### src/rtl/pps_pulse_meas_if.sv
// PPS measurement bus: pulse input, expected period and measurement results.
interface pps_pulse_meas_if;
    logic        pps_in;
    logic [31:0] exp_period;
    logic [31:0] period_out;
    logic        period_vld;
    logic [31:0] width_out;
    logic        width_vld;
    logic        pps_lock;
    logic        pps_lost;
    logic [15:0] edge_cnt;

    modport master (
        output pps_in, exp_period,
        input  period_out, period_vld, width_out, width_vld,
        input  pps_lock, pps_lost, edge_cnt
    );

    modport slave (
        input  pps_in, exp_period,
        output period_out, period_vld, width_out, width_vld,
        output pps_lock, pps_lost, edge_cnt
    );
endinterface

### src/rtl/pps_pulse_meas.sv
// PPS receiver: measures rise-to-rise period and high width, tracks lock/loss.
// Define PPS_MEAS_GLITCH_FILT_EN to accept rises only after MIN_WIDTH high cycles.
module pps_pulse_meas #(
    parameter int SYNC_STAGES  = 2,
    parameter int TIMEOUT_CLKS = 250000000,
    parameter int TOL_CLKS     = 125,
    parameter int LOCK_COUNT   = 3,
    parameter int MIN_WIDTH    = 4
) (
    input  logic             clk_125m,
    input  logic             user_reset,
    pps_pulse_meas_if.slave  bus
);

    typedef enum logic [1:0] {
        S_IDLE,
        S_ARMED,
        S_LOCKED,
        S_LOST
    } state_t;

    state_t state_q, state_d;

    logic [SYNC_STAGES-1:0] sync_q, sync_d;
    logic [SYNC_STAGES-1:0] fill_q, fill_d;
    logic        pps_s;
    logic        pps_d_q, pps_d_d;
    logic        seen_low_q, seen_low_d;
    logic        arm_q, arm_d;
    logic [31:0] per_cnt_q, per_cnt_d;
    logic [31:0] wid_cnt_q, wid_cnt_d;
    logic [31:0] period_q, period_d;
    logic [31:0] width_q, width_d;
    logic        per_evt_q, per_evt_d;
    logic        wid_evt_q, wid_evt_d;
    logic        period_vld_q, period_vld_d;
    logic        width_vld_q, width_vld_d;
    logic        lock_q, lock_d;
    logic        lost_q, lost_d;
    logic [15:0] edge_q, edge_d;
    logic [3:0]  good_q, good_d;
    logic [3:0]  good_inc;

    logic        raw_rise;
    logic        fall;
    logic        acc_rise;
    logic        timeout;
    logic        good;
    logic [32:0] per_ext;
    logic [32:0] exp_ext;
    logic [32:0] diff;

    assign pps_s    = sync_q[SYNC_STAGES-1];
    // A rise only counts once a genuine low has been seen after reset,
    // so a pulse already high at reset release is not taken as an edge.
    assign raw_rise = pps_s & ~pps_d_q & seen_low_q;
    assign fall     = ~pps_s & pps_d_q;

`ifdef PPS_MEAS_GLITCH_FILT_EN
    localparam int HW = $clog2(MIN_WIDTH + 1);

    logic [HW-1:0] hi_q, hi_d;

    always_comb begin
        hi_d = '0;
        if (pps_s && seen_low_q)
            hi_d = (hi_q == HW'(MIN_WIDTH)) ? hi_q : hi_q + 1'b1;
    end

    assign acc_rise = pps_s & seen_low_q & (hi_q == HW'(MIN_WIDTH - 1));

    always_ff @(posedge clk_125m or posedge user_reset) begin
        if (user_reset) hi_q <= '0;
        else            hi_q <= hi_d;
    end
`else
    localparam int unused_min_width = MIN_WIDTH;

    assign acc_rise = raw_rise;
`endif

    assign per_ext  = {1'b0, per_cnt_q};
    assign exp_ext  = {1'b0, bus.exp_period};
    assign diff     = (per_ext >= exp_ext) ? per_ext - exp_ext
                                           : exp_ext - per_ext;
    assign good     = diff <= 33'(TOL_CLKS);
    assign timeout  = per_cnt_q == 32'(TIMEOUT_CLKS);
    assign good_inc = (good_q >= 4'(LOCK_COUNT)) ? good_q : good_q + 4'd1;

    always_comb begin
        sync_d     = {sync_q[SYNC_STAGES-2:0], bus.pps_in};
        fill_d     = {fill_q[SYNC_STAGES-2:0], 1'b1};
        pps_d_d    = pps_s;
        seen_low_d = seen_low_q | (fill_q[SYNC_STAGES-1] & ~pps_s);

        state_d   = state_q;
        good_d    = good_q;
        lost_d    = lost_q;
        period_d  = period_q;
        per_evt_d = 1'b0;
        edge_d    = acc_rise ? edge_q + 16'd1 : edge_q;

        if (acc_rise)
            per_cnt_d = 32'd1;
        else
            per_cnt_d = (&per_cnt_q) ? per_cnt_q : per_cnt_q + 32'd1;

        // Width restarts on the raw edge so filtering never shortens it.
        if (raw_rise)
            wid_cnt_d = 32'd1;
        else if (pps_s && !(&wid_cnt_q))
            wid_cnt_d = wid_cnt_q + 32'd1;
        else
            wid_cnt_d = wid_cnt_q;

        unique case (state_q)
            S_IDLE, S_LOST: begin
                if (acc_rise) begin
                    state_d = S_ARMED;
                    lost_d  = 1'b0;
                    good_d  = 4'd0;
                end
            end
            default: begin
                if (acc_rise) begin
                    period_d  = per_cnt_q;
                    per_evt_d = 1'b1;
                    if (good) begin
                        good_d = good_inc;
                        if (good_inc == 4'(LOCK_COUNT))
                            state_d = S_LOCKED;
                    end else begin
                        good_d  = 4'd0;
                        state_d = S_ARMED;
                    end
                end else if (timeout) begin
                    state_d = S_LOST;
                    lost_d  = 1'b1;
                    good_d  = 4'd0;
                end
            end
        endcase

        if (acc_rise)
            arm_d = 1'b1;
        else if (raw_rise || state_d == S_LOST)
            arm_d = 1'b0;
        else
            arm_d = arm_q;

        wid_evt_d    = fall & arm_q;
        width_d      = wid_evt_d ? wid_cnt_q : width_q;
        period_vld_d = per_evt_q;
        width_vld_d  = wid_evt_q;
        lock_d       = state_d == S_LOCKED;
    end

    always_ff @(posedge clk_125m or posedge user_reset) begin
        if (user_reset) begin
            state_q      <= S_IDLE;
            sync_q       <= '0;
            fill_q       <= '0;
            pps_d_q      <= 1'b0;
            seen_low_q   <= 1'b0;
            arm_q        <= 1'b0;
            per_cnt_q    <= '0;
            wid_cnt_q    <= '0;
            period_q     <= '0;
            width_q      <= '0;
            per_evt_q    <= 1'b0;
            wid_evt_q    <= 1'b0;
            period_vld_q <= 1'b0;
            width_vld_q  <= 1'b0;
            lock_q       <= 1'b0;
            lost_q       <= 1'b0;
            edge_q       <= '0;
            good_q       <= '0;
        end else begin
            state_q      <= state_d;
            sync_q       <= sync_d;
            fill_q       <= fill_d;
            pps_d_q      <= pps_d_d;
            seen_low_q   <= seen_low_d;
            arm_q        <= arm_d;
            per_cnt_q    <= per_cnt_d;
            wid_cnt_q    <= wid_cnt_d;
            period_q     <= period_d;
            width_q      <= width_d;
            per_evt_q    <= per_evt_d;
            wid_evt_q    <= wid_evt_d;
            period_vld_q <= period_vld_d;
            width_vld_q  <= width_vld_d;
            lock_q       <= lock_d;
            lost_q       <= lost_d;
            edge_q       <= edge_d;
            good_q       <= good_d;
        end
    end

    assign bus.period_out = period_q;
    assign bus.period_vld = period_vld_q;
    assign bus.width_out  = width_q;
    assign bus.width_vld  = width_vld_q;
    assign bus.pps_lock   = lock_q;
    assign bus.pps_lost   = lost_q;
    assign bus.edge_cnt   = edge_q;

endmodule
### src/flat_wrapper.sv
// flat-port wrapper written by rule: the top's interface ports become plain ports
module pps_pulse_meas_flat 
#(
    parameter int SYNC_STAGES  = 2,
    parameter int TIMEOUT_CLKS = 250000000,
    parameter int TOL_CLKS     = 125,
    parameter int LOCK_COUNT   = 3,
    parameter int MIN_WIDTH    = 4
)
  (clk_125m, user_reset, bus_pps_in, bus_exp_period, bus_period_out, bus_period_vld, bus_width_out, bus_width_vld, bus_pps_lock, bus_pps_lost, bus_edge_cnt);
  pps_pulse_meas_if bus_i ();
  input  logic clk_125m;
  input  logic user_reset;
  input wire logic [$bits(bus_i.pps_in)-1:0] bus_pps_in;
  input wire logic [$bits(bus_i.exp_period)-1:0] bus_exp_period;
  output wire logic [$bits(bus_i.period_out)-1:0] bus_period_out;
  output wire logic [$bits(bus_i.period_vld)-1:0] bus_period_vld;
  output wire logic [$bits(bus_i.width_out)-1:0] bus_width_out;
  output wire logic [$bits(bus_i.width_vld)-1:0] bus_width_vld;
  output wire logic [$bits(bus_i.pps_lock)-1:0] bus_pps_lock;
  output wire logic [$bits(bus_i.pps_lost)-1:0] bus_pps_lost;
  output wire logic [$bits(bus_i.edge_cnt)-1:0] bus_edge_cnt;
  assign bus_i.pps_in = bus_pps_in;
  assign bus_i.exp_period = bus_exp_period;
  assign bus_period_out = bus_i.period_out;
  assign bus_period_vld = bus_i.period_vld;
  assign bus_width_out = bus_i.width_out;
  assign bus_width_vld = bus_i.width_vld;
  assign bus_pps_lock = bus_i.pps_lock;
  assign bus_pps_lost = bus_i.pps_lost;
  assign bus_edge_cnt = bus_i.edge_cnt;
  pps_pulse_meas #(.SYNC_STAGES(SYNC_STAGES), .TIMEOUT_CLKS(TIMEOUT_CLKS), .TOL_CLKS(TOL_CLKS), .LOCK_COUNT(LOCK_COUNT), .MIN_WIDTH(MIN_WIDTH)) u_core (.clk_125m(clk_125m), .user_reset(user_reset), .bus(bus_i));
endmodule
### config.mk
export PLATFORM = sky130hd
export DESIGN_NAME = pps_pulse_meas_flat
export DESIGN_NICKNAME = d
export VERILOG_FILES = /design/src/rtl/pps_pulse_meas_if.sv /design/src/rtl/pps_pulse_meas.sv /design/src/flat_wrapper.sv
export SDC_FILE = /design/constraint.sdc
export NUM_CORES = 1
export LEC_CHECK = 0
export CAP_MARGIN = 25
export CORE_MARGIN = 2
export CORE_UTILIZATION = 52
export CTS_CLUSTER_DIAMETER = 150
export DETAILED_ROUTE_END_ITERATION = 6
export GPL_ROUTABILITY_DRIVEN = 0
export PLACE_DENSITY = 0.75
export SLEW_MARGIN = 15
export SYNTH_ARGS = -nofsm -noshare
export SYNTH_HDL_FRONTEND = slang
export SYNTH_SLANG_ARGS = --single-unit
### constraint.sdc
create_clock -name clk_125m -period 5.6 [get_ports clk_125m]
set_clock_uncertainty 0.15 [all_clocks]
set_input_delay 1.12 -clock clk_125m [delete_from_list [all_inputs] [get_ports clk_125m]]
set_output_delay 1.12 -clock clk_125m [all_outputs]
set_load 0.01 [all_outputs]
==> impl_metrics.yaml, run 1 <==
floorplanning:
  start_util: 0.531
  die_h_um: 151
  core.rowCount: 53
  dieWidth_um: 151
  core_area_mm2: 0.0210
  die_area_mm2: 0.0227
  pin_count: 119
timing:
  grt_setup_unrepaired: "false"
  finalCriticalPeriod_ps: 5380
  fmax_mhz: 186
  setup_viol: 0
  finalCritPeriodShare: 0.960
  hold_viol: 0
  finalMaxSlewViolations: 0
  worst_pin_slew_ps: 1060
  relSlewSlack: 0.286
synthesis:
  ys_async_sr_fraction: 1.00
  ys_warn_count: 0
  synth.ff_latch_count: 163
  netlist_instances: 1307
  synth-edff-count: 0
  avgSynthCellArea_um2: 8.54
  synthesis.nets: 1413
  yosysSeqAreaShare: 0.365
  synth.distinct_cells: 83
  syn_area_mm2: 0.0112
  synth_flop_cell: "dfrtp_1"
critical_path:
  crit_end: "u_core.good_q[1]"
  r2r-start: "u_core.per_cnt_q[0]"
  ff2ff_setup_slack_ps: 880
  crit_arrival_ps: 5530
  required_ps: 5760
  cp-startpoint: "bus_exp_period[1]"
  end_kind: "flip-flop"
  worst-path-max-fanout: 11
  path_class: "in -> reg"
  timing.rr.end: "u_core.good_q[1]"
  crit_path_start_kind: "input pin"
  rr_worst_depth: 15
final_layout:
  fillers: 1706
  nets: 1567
  design_area_mm2: 0.0137
  area_delta_synth_final_pct: 22.5
  drive_above_1_share: 0.113
  antenna_cells: 0
clock_tree:
  clk_path_buf_depth: 2
  cts_root_buffer: "clkbuf_16"
  h-tree-depth: 4
  numCtsBuffers: 17
  clock_latency_ps: 430
  cts_tree: "yes"
  cts_num_sinks: 163
  clkTransAtPathRegs_ps: 70
drt:
  antenna_left: 0
  vias_per_cell: 6.04
  drc_errors: 13
  wl_mm: 33.7
  routed-via-count: 10600
  dr.pass1.iters: 7
  wl_per_cell_um: 19.3
  drt_iter0_markers: 1074
place:
  numPortBuffers: 118
  dp_hpwl_mm: 25.6
  dpl_cell_area_mm2: 0.0130
global_routing:
  grt_pass1_wl_mm: 53.6
  antenna_found_initial: 0
  grtUsageTotal: 0.301
  grt-ovfl-total: 0
  grt_pass1_vias: 10200
  grt_max_degree: 88
outcome:
  violations: "design-rule violations"
  outcome: "complete, but fails checks"
min_path:
  min_path_type: "reg -> reg"
power_and_ir_drop:
  power.density_mw_per_mm2: 247
  vdd_drop_max_uv: 237
  leakagePower_nw: 6.10
  power_mw: 3.38
flow_run:
  drv_cap: 0
==> where the power goes <==
part | switching [mW] | internal (mW) | total (mW)
clock | 0.548 | 0.689 | 1.24
combinational | 0.440 | 0.361 | 0.801
sequential | 0.0914 | 1.25 | 1.34
total | 1.08 | 2.30 | 3.38
==> critical path, cell delays in order <==
cell             delay (ps)
clkdlybuf4s50_1         480
inv_1                    80
ha_1                    310
and4b_1                 220
o2111a_1                250
or3_4                   360
a221o_2                 410
or2_1                   300
buf_4                   210
o211ai_1                170
a21bo_2                 240
o21bai_1                160
nor4_1                  490
buf_4                   210
nand4_1                 140
o32ai_1                 380
==> synth_stat cells (10+ instances only) <==
master    count  area, um2
nor3_1       33        165
inv_1        89        334
dfrtp_1     163       4080
mux2_2       33        372
o211ai_1     10       75.1
and3_1       15       93.8
xor2_1       35        307
nor4_1       15       93.8
nand2_1     185        694
clkbuf_1     39        146
o21ai_0      67        335
ha_1         69        863
nor2_1      108        405
nand4_1      44        275
nand3_1      36        180
a21o_1       12       90.1
xnor2_1      67        587
a211oi_1     11       82.6
or3_1        14       87.6
a21oi_1      93        465
o21bai_1     10       75.1
o21a_1       15        113
==> per-layer routing <==
layer / vias up / routed length [um] / GRT usage
li1: 4905 / - / -
met1: 5094 / 14200 / 0.411
met2: 488 / 15300 / 0.466
met3: 72 / 3070 / 0.0736
met4: 0 / 1060 / 0.111
met5: - / 0 / 0
==> flip-flops by register name (all words and copies together) (netlist names), 2 cells and up <==
signal,count
u_core.bus.edge_cnt,16
u_core.sync_q,2
u_core.state_q,2
u_core.bus.width_out,32
u_core.fill_q,2
u_core.wid_cnt_q,32
u_core.bus.period_out,32
u_core.per_cnt_q,32
u_core.good_q,4
==> worst min-delay path by stage <==
| stage | start | slack, ps | cells past startpoint | to |
|---|---|---|---|---|
| after floorplan | u_core.per_evt_q | 180 | 0 | u_core.bus.period_vld |
| after global placement | u_core.fill_q[0] | 180 | 0 | u_core.fill_q[1] |
| after detailed placement | u_core.sync_q[0] | 190 | 0 | u_core.sync_q[1] |
| after CTS | u_core.sync_q[0] | 200 | 0 | u_core.sync_q[1] |
| after global routing | u_core.sync_q[0] | 200 | 0 | u_core.sync_q[1] |
| final | u_core.wid_evt_q | 200 | 0 | u_core.bus.width_vld |
==> cells in the final DEF, fill, tap and decap left out, types with 7 or more instances in the layout <==
master,Yosys,routed
o21bai_1,10,10
o21a_1,15,15
nor3_1,33,32
or3_1,14,14
o211ai_1,10,10
a211oi_1,11,11
xnor2_1,67,67
nor4_1,15,15
clkdlybuf4s50_1,0,118
and3_1,15,15
mux2_2,33,33
a21boi_0,8,8
nand3_1,36,36
nor2_1,108,106
a21oi_1,93,93
nor2b_1,7,7
ha_1,69,69
xor2_1,35,35
a31oi_1,8,8
nand4_1,44,44
a21o_1,12,12
o21ai_0,67,67
dfrtp_1,163,163
inv_1,89,88
nand2_1,185,185
clkbuf_16,0,17
buf_4,1,66
==> area by class of cell <==
cell class	count	area, um2	area share
clock inverter	15	214	0.0157
inverter	89	338	0.0247
timing repair buffer	187	1740	0.127
sequential	163	4080	0.298
tap	275	344	0.0252
clock buffer	17	425	0.0311
multi-input combinational	1003	6530	0.478
==> per-stage QoR <==
| stage | setup TNS [ps] | util | worst slack [ps] | instances | hold WS [ps] |
|---|---|---|---|---|---|
| finish | 0 | 0.650 | 225 | 1749 | 200 |
| global route | 0 | 0.650 | 39.7 | 1749 | 204 |
| CTS | 0 | 0.649 | 325 | 1748 | 202 |
| detailed placement | -149 | 0.619 | -141 | 1716 | 187 |
| global placement | 0 | 0.619 | 46.2 | 1716 | 182 |
| floorplan | 0 | - | 714 | 1307 | 181 |
==> what timing repair did <==
action / in CTS / in global routing
buffers inserted: 0 / 0
hold buffers: 0 / 0
hold endpoints to repair: 0 / 0
gates resized for setup: 0 / 1
setup endpoints to repair: 0 / 1
==> kinds of logic after synthesis <==
group | synth area share
buf+inv | 0.0511
xor+xnor | 0.0800
flops | 0.365
simple gates | 0.215
fa+ha+maj | 0.0818
mux | 0.0373
other cells | 0.000336
compound gates | 0.169
(Power assumes the default switching activity.)
==> inputs of run 2 (changes only) <==
--- a/config.mk
+++ b/config.mk
@@ -7,11 +7,13 @@
 export LEC_CHECK = 0
 export CAP_MARGIN = 25
 export CORE_MARGIN = 2
-export CORE_UTILIZATION = 52
+export CORE_UTILIZATION = 25
 export CTS_CLUSTER_DIAMETER = 150
+export CTS_CLUSTER_SIZE = 30
 export DETAILED_ROUTE_END_ITERATION = 6
 export GPL_ROUTABILITY_DRIVEN = 0
-export PLACE_DENSITY = 0.75
+export PLACE_DENSITY = 0.41
+export SKIP_LAST_GASP = 1
 export SLEW_MARGIN = 15
 export SYNTH_ARGS = -nofsm -noshare
 export SYNTH_HDL_FRONTEND = slang
==> run 2 against run 1 <==
Compared with the run above: the flow now finishes without violations; power up 0.74%; global-route usage down 13 points; sequential power about the same; flip-flop and latch count unchanged; die area up 100%; cell area up 4.7%; fmax up 3.8%; first-iteration DRC count down 50%; combinational power up 5.6%; core utilization down 33 points; hold slack about the same; wire length up 15%; critical path type unchanged; largest cell class unchanged; largest power group unchanged.
==> impl_metrics.yaml, run 2 (same netlist as run 1, synthesis figures left out) <==
outcome:
  outcome: "complete, no violations"
min_path:
  min_path_type: "reg -> reg"
final_layout:
  ff_latch_area_mm2: 0.00408
  layout_common_cells: "nand2_1 (185), dfrtp_1 (163), clkdlybuf4s50_1 (118), nor2_1 (106), buf_4 (105)"
  final_common_cell: "nand2_1"
  final_cells: 2105
  final_util: 0.324
  drive_above_1_share: 0.135
  design_area_mm2: 0.0143
  antenna_cells: 0
  area_delta_synth_final_pct: 28.2
  fillers: 4710
  nets: 1606
  multiInputGateArea_mm2: 0.00653
flow_run:
  drv_cap: 0
drt:
  drc_errors: 0
  wl_mm: 38.6
  routed-via-count: 10200
  wl_per_cell_um: 18.3
  vias_per_cell: 4.84
  drt_iter0_markers: 537
  antenna_left: 0
  dr.pass1.iters: 5
timing:
  finalMaxSlewViolations: 0
  finalCriticalPeriod_ps: 5180
  finalCritPeriodShare: 0.925
  relSlewSlack: 0.376
  fmax_mhz: 193
  setup_viol: 0
  grt_setup_unrepaired: "false"
  worst_slack_ps: 420
  hold_viol: 0
  worst_pin_slew_ps: 937
power_and_ir_drop:
  power_mw: 3.40
  p_int_mw: 2.32
  vdd_drop_max_uv: 224
  p_switching_mw: 1.08
  power_frac_comb: 0.249
  power.density_mw_per_mm2: 238
  pwr-share-seq: 0.395
  pwr-share-clk: 0.356
  leakagePower_nw: 6.28
  swShare: 0.318
critical_path:
  critPathSlowestCell: "or4_4"
  crit_arrival_ps: 5360
  slowest_delay_ps: 530
  crit_buf_inv: 2
  end_kind: "flip-flop"
  crit_path_start_kind: "input pin"
  path_class: "in -> reg"
  path_cells: "clkdlybuf4s50_1 -> inv_1 -> ha_1 -> and4b_1 -> o2111a_1 -> or3_4 -> a221o_2 -> nor2_2 -> mux2i_1 -> a311oi_1 -> o21ai_1 -> or4_4 -> a2111o_1 -> nor3b_2"
  required_ps: 5780
  worst-path-max-fanout: 11
  cpLargestDelayFamily: "simple AND/OR/NAND/NOR gates"
place:
  pre_cts_slack_ps: -17.4
  dp_cells: 2073
  dp_hpwl_mm: 30.8
  dpl_cell_area_mm2: 0.0137
  numPortBuffers: 118
floorplanning:
  die_area_mm2: 0.0464
  die_h_um: 215
  core.rowCount: 77
  pin_count: 119
  core_area_mm2: 0.0441
  dieWidth_um: 215
  start_util: 0.253
clock_tree:
  postCtsSetupRepairBufs: 0
  cts_num_sinks: 163
  post_cts_resize_count: 0
  holdBufCountCts: 0
  numCtsBuffers: 17
  clk_path_buf_depth: 2
  cts_root_buffer: "clkbuf_16"
  clock_latency_ps: 450
  clkTransAtPathRegs_ps: 70
  h-tree-depth: 4
  cts_tree: "yes"
global_routing:
  grt_pass1_vias: 10400
  antenna_found_initial: 2
  grtUsageTotal: 0.168
  grt-ovfl-total: 0
  grt_pass1_wl_mm: 60.7
  grt_max_degree: 164
-- run 2: changes by cell type in the layout (fill, tap and decap cells not counted), sizes merged --
| cell | delta |
|---|---|
| inv | +1 |
| clkinv | -1 |
| clkinvlp | -1 |
| clkbuf | +1 |
| buf | +39 |
-- run 2: final cells by class --
| class | instances | share of cell area |
|---|---|---|
| well taps | 592 | 0.0517 |
| flip-flops and latches | 163 | 0.285 |
| inverters | 89 | 0.0236 |
| clock inverters | 14 | 0.0115 |
| clock buffers | 18 | 0.0307 |
| repair buffers | 226 | 0.141 |
| multi-input cells | 1003 | 0.456 |
-- run 2: power groups by stage --
stage	logic, mW	registers, mW	clock network, mW
final	0.846	1.35	1.21
after global routing	0.934	1.36	1.30
after CTS	0.855	1.35	1.25
after detailed placement	0.851	1.37	0
after global placement	0.853	1.37	0
after floorplan	0.473	1.35	0
-- run 2: metrics by stage --
stage	TNS (ps)	hold WS, ps
after floorplan	0	181
after global placement	0	185
after detailed placement	-17.4	185
after CTS	0	205
after global routing	0	225
final	0	200
-- run 2: path summary, 6_finish.rpt --
| check | startpoint | endpoint | slack [ps] | cells after the start |
|---|---|---|---|---|
| min in group asynchronous | user_reset | u_core.bus.period_vld | 1090 | 3 |
| worst max register to register | u_core.per_cnt_q[2] | u_core.state_q[0] | 960 | 12 |
| worst max-delay path | bus_exp_period[1] | u_core.state_q[0] | 420 | 14 |
| worst min register to register | u_core.fill_q[0] | u_core.fill_q[1] | 200 | 0 |
| worst min-delay path | u_core.fill_q[0] | u_core.fill_q[1] | 200 | 0 |
| max in group asynchronous | user_reset | u_core.arm_q | 3480 | 3 |
-- run 2: per-layer routing --
metal	wire (um)	vias up	GRT usage
met4	637	4	0.0460
met3	1570	42	0.0309
li1	-	4985	-
met5	23	-	0
met2	18600	177	0.282
met1	17700	4980	0.223
